`src/rtl/spart_tx.sv`:
```
// SPART transmitter: holding register plus shift register serialising 8N1 frames
// on the 16x oversample tick. Define SPART_TX_PARITY_EN to insert an even-parity bit.
module spart_tx #(
    parameter int OSR    = 16,
    parameter int DATA_W = 8
) (
    input  logic              clk,
    input  logic              rst,
    input  logic              brg_en,
    input  logic              load,
    input  logic [DATA_W-1:0] tx_data,
    output logic              txd,
    output logic              tbr,
    output logic              busy
);

    localparam int TW = (OSR > 1) ? $clog2(OSR) : 1;
    localparam int BW = (DATA_W > 1) ? $clog2(DATA_W) : 1;

`ifdef SPART_TX_PARITY_EN
    typedef enum logic [2:0] {IDLE, START, DATA, PARITY, STOP} state_t;
`else
    typedef enum logic [1:0] {IDLE, START, DATA, STOP} state_t;
`endif

    state_t            state_q, state_d;
    logic [TW-1:0]     tick_q, tick_d;
    logic [BW-1:0]     bit_q, bit_d;
    logic [DATA_W-1:0] hold_q, hold_d;
    logic [DATA_W-1:0] shift_q, shift_d;
    logic              tbr_q, tbr_d;
    logic              txd_q, txd_d;
    logic              busy_q, busy_d;
`ifdef SPART_TX_PARITY_EN
    logic              parity_q, parity_d;
`endif

    logic bit_end;
    logic transfer;

    assign bit_end = brg_en && (tick_q == TW'(OSR - 1));

    always_comb begin
        state_d  = state_q;
        tick_d   = tick_q;
        bit_d    = bit_q;
        hold_d   = hold_q;
        shift_d  = shift_q;
        tbr_d    = tbr_q;
        transfer = 1'b0;
`ifdef SPART_TX_PARITY_EN
        parity_d = parity_q;
`endif

        // A load while the holding register is full is silently dropped.
        if (load && tbr_q) begin
            hold_d = tx_data;
            tbr_d  = 1'b0;
        end

        if (state_q != IDLE && brg_en) begin
            tick_d = bit_end ? '0 : tick_q + TW'(1);
        end

        case (state_q)
            IDLE: begin
                if (!tbr_q) begin
                    state_d  = START;
                    transfer = 1'b1;
                end
            end
            START: begin
                if (bit_end) begin
                    state_d = DATA;
                    bit_d   = '0;
                end
            end
            DATA: begin
                if (bit_end) begin
                    shift_d = shift_q >> 1;
                    if (bit_q == BW'(DATA_W - 1)) begin
`ifdef SPART_TX_PARITY_EN
                        state_d = PARITY;
`else
                        state_d = STOP;
`endif
                    end else begin
                        bit_d = bit_q + BW'(1);
                    end
                end
            end
`ifdef SPART_TX_PARITY_EN
            PARITY: begin
                if (bit_end) begin
                    state_d = STOP;
                end
            end
`endif
            STOP: begin
                if (bit_end) begin
                    // Queued byte starts immediately, no idle gap between frames.
                    if (!tbr_q) begin
                        state_d  = START;
                        transfer = 1'b1;
                    end else begin
                        state_d = IDLE;
                    end
                end
            end
            default: state_d = IDLE;
        endcase

        if (transfer) begin
            shift_d = hold_q;
            tbr_d   = 1'b1;
            tick_d  = '0;
`ifdef SPART_TX_PARITY_EN
            parity_d = ^hold_q;
`endif
        end
    end

    always_comb begin
        txd_d  = 1'b1;
        busy_d = (state_d != IDLE);
        case (state_d)
            IDLE:    txd_d = 1'b1;
            START:   txd_d = 1'b0;
            DATA:    txd_d = shift_d[0];
`ifdef SPART_TX_PARITY_EN
            PARITY:  txd_d = parity_d;
`endif
            STOP:    txd_d = 1'b1;
            default: txd_d = 1'b1;
        endcase
    end

    always_ff @(posedge clk or negedge rst) begin
        if (!rst) begin
            state_q  <= IDLE;
            tick_q   <= '0;
            bit_q    <= '0;
            hold_q   <= '0;
            shift_q  <= '0;
            tbr_q    <= 1'b1;
            txd_q    <= 1'b1;
            busy_q   <= 1'b0;
`ifdef SPART_TX_PARITY_EN
            parity_q <= 1'b0;
`endif
        end else begin
            state_q  <= state_d;
            tick_q   <= tick_d;
            bit_q    <= bit_d;
            hold_q   <= hold_d;
            shift_q  <= shift_d;
            tbr_q    <= tbr_d;
            txd_q    <= txd_d;
            busy_q   <= busy_d;
`ifdef SPART_TX_PARITY_EN
            parity_q <= parity_d;
`endif
        end
    end

    assign txd  = txd_q;
    assign tbr  = tbr_q;
    assign busy = busy_q;

endmodule

```
`config.mk`:
```
export PLATFORM = sky130hd
export DESIGN_NAME = spart_tx
export DESIGN_NICKNAME = d
export VERILOG_FILES = /design/src/rtl/spart_tx.sv
export SDC_FILE = /design/constraint.sdc
export NUM_CORES = 1
export LEC_CHECK = 0
export CORE_MARGIN = 8
export CORE_UTILIZATION = 57
export CTS_CLUSTER_SIZE = 25
export DETAILED_ROUTE_END_ITERATION = 8
export PLACE_DENSITY = 0.8
export SYNTH_ARGS = -nofsm -noshare
export SYNTH_HDL_FRONTEND = slang
export SYNTH_SLANG_ARGS = --single-unit
```
`constraint.sdc`:
```
create_clock -name clk -period 4.05 [get_ports clk]
set_input_delay 0.81 -clock clk [delete_from_list [all_inputs] [get_ports clk]]
set_output_delay 0.81 -clock clk [all_outputs]
set_load 0.01 [all_outputs]
```
==> metrics.yaml <==
status: "complete, no violations"
slew_violations: 0
grt_max_degree: 29
min_period_ns: 2.62
leakagePower_uw: 0.000788
portBuffers: 14
critPathCaptureType: "flop"
wl_per_cell_um: 14.8
worstHoldStart: "hold_q[5]"
powerDensity_mw_per_mm2: 610
syn_avg_cell_area_um2: 11.2
die-area_mm2: 0.00445
multi_input_area_um2: 724
io_pins: 15
cts_tree: "built"
insertedDiodeCount: 0
cp_max_fo: 10
drtIter0Drc: 20
synth-edff-count: 0
fmax_ghz: 0.381
drive_above_1_share_pct: 12.8
rsz0062_at_grt: "false"
p_int_uw: 678
synth-main-ff-cell: "dfrtp_1"
die_h_um: 66.7
ys_warn_count: 0
ant_nets: 0
antenna_found_initial: 0
rows: 18
period_share_pct: 64.8
cts_buffers: 3
htree_levels: 1
synth.distinct_cells: 32
rrSetupSlack_ns: 1.79
clk_pin_slew_ns: 0.16
num-fill-cells: 180
dpl.hpwl_um: 1950
cts_post_setup_buffers_inserted: 0
power.switching_uw: 347
core_area_mm2: 0.00245
maxCapViolations: 0
hold_violations: 0
area_delta_synth_final_pct: 14.7
crit_type: "in -> reg"
num_vias: 1009
startpoint: "brg_en"
synthArstFlopShare_pct: 100
grt_pass1_wl_um: 4510
gpl.final_weighted_congestion: 0.910
cts_resized: 0
clock_skew_ns: 0.00546
remaining_drc_errors: 0
grt_pass1_vias: 1069
cts_root_buf: "clkbuf_4"
hold_class: "reg -> reg"
max_slew_margin_pct: 67.9
clkSinkCount: 28
syn_nets: 154
synth_top_area_share_pct: 44.4
cp-start-kind: "primary input"
start_util_pct: 59.7
pwr-share-comb_pct: 35.5
crit-reg2reg-launch: "tick_q[0]"
worstPathArrival_ns: 2.88
fin_cells: 178
synthTopCellsByArea: "dfrtp_1, ha_1, mux2_2, mux2i_1, nand2_1"
dp.cells: 174
ys_seq_area_share_pct: 48.0
globalRouteTotalUtil_pct: 12.8
netlist_area_mm2: 0.00147
totalWireLength_um: 2640
ys_seq_elements: 28
cts_buffer_depth: 2
clk_latency_ns: 0.33
ir_drop_v: 0.000494
regArea_um2: 703
sequentialPowerShare_pct: 46.2
setup_viol: 0
die_x_um: 66.7
avgViaCountPerCell: 5.67
first_pass_iters: 4
hold_buffers: 0
syn_inst: 131
grt_remaining_overflow: 0
critical_path_required_ns: 4.31
finalNetCount: 172
synth_area_leader_cell: "dfrtp_1"
clkPwrFrac_pct: 18.3
netSwitchingFraction_pct: 33.8
tns_ns: 0
max_slew.worst_pin.slew_ns: 0.481
==> layout make-up <==
| type | instances | share of cell area, % |
|---|---|---|
| multi-input combinational | 97 | 43.1 |
| sequential | 28 | 41.8 |
| timing repair buffer | 15 | 8.79 |
| tap | 30 | 2.23 |
| clock inverter | 1 | 1.79 |
| clock buffer | 3 | 1.34 |
| inverter | 4 | 0.894 |
==> synth_stat cells (2+ instances only) <==
cell      number
dfrtp_1       26
nand2_1       18
o21ai_0       13
ha_1          11
mux2_2         8
mux2i_1        8
nor2_1         6
a21oi_1        4
inv_1          4
a22o_1         3
a21o_1         2
buf_6          2
dfstp_2        2
nand3_1        2
nand3b_1       2
nand4_1        2
nor3_1         2
nor3b_1        2
==> state kept, by name (all words and copies together) (netlist names) <==
signal,flops
busy,1
hold_q,8
tick_q,4
tbr,1
shift_q,8
txd,1
bit_q,3
state_q,2
==> power groups by stage <==
stage | combinational (uW) | clock (uW) | sequential (uW)
3_3_place_gp | 345 | 0 | 470
2_1_floorplan | 273 | 0 | 463
4_1_cts | 369 | 186 | 474
5_1_grt | 414 | 201 | 485
3_5_place_dp | 368 | 0 | 478
6_report | 364 | 187 | 473
==> cells by family after synthesis <==
group	after synthesis	synth area share (%)
DFF	28	48.0
adders and majority gates	11	9.39
AOI/OAI and AO/OA	30	14.0
xor gates and xnor gates	1	0.598
buffers and inverters	6	2.56
and+or+nand+nor	39	13.8
muxes	16	11.6
==> metrics by stage <==
| step | hold slack (ns) | power, uW | util [%] | worst slack (ns) | instance area [um^2] |
|---|---|---|---|---|---|
| after floorplan | 0.433 | 736 | - | 1.91 | 1470 |
| after global placement | 0.457 | 815 | 66.3 | 1.15 | 1630 |
| after detailed placement | 0.465 | 846 | 66.3 | 1.08 | 1630 |
| after CTS | 0.503 | 1030 | 68.5 | 1.44 | 1680 |
| after global routing | 0.524 | 1100 | 68.5 | 1.28 | 1680 |
| final | 0.503 | 1020 | 68.5 | 1.43 | 1680 |
==> cell usage in the layout (no fill, tap or decap), drive strengths merged, types with 2 or more instances in the layout <==
| cell type | count |
|---|---|
| mux2 | 8 |
| a21oi | 5 |
| dfrtp | 26 |
| nand2 | 19 |
| nand3b | 2 |
| inv | 4 |
| o21ai | 13 |
| ha | 11 |
| a21o | 2 |
| nand4 | 2 |
| mux2i | 8 |
| clkbuf | 3 |
| nand3 | 2 |
| clkdlybuf4s50 | 14 |
| nor3b | 2 |
| nor3 | 2 |
| a22o | 3 |
| dfstp | 2 |
| nor2 | 6 |
==> per-layer routing <==
layer | GRT usage [%] | up-vias | share of wire [%]
met2 | 22.9 | 16 | 50
li1 | - | 505 | -
met4 | 4.27 | 0 | 0.38
met1 | 14.4 | 486 | 46
met3 | 2.85 | 2 | 3.5
met5 | 0 | - | 0
==> path summary, 6_finish.rpt <==
path / to / cells after the start
max: txd / 7
min: shift_q[5] / 2
max reg2reg: txd / 8
min reg2reg: shift_q[5] / 2
max in group asynchronous: tbr / 2
min in group asynchronous: bit_q[1] / 2
==> critical path: stages <==
cell and delay, ns:
clkdlybuf4s50_1 0.53, and4_1 0.51, a21oi_1 0.14, nor3b_1 0.25, a211oi_1 0.11, ha_1 0.31, o221ai_1 0.21
No activity file was read; power rests on OpenSTA's default activity.
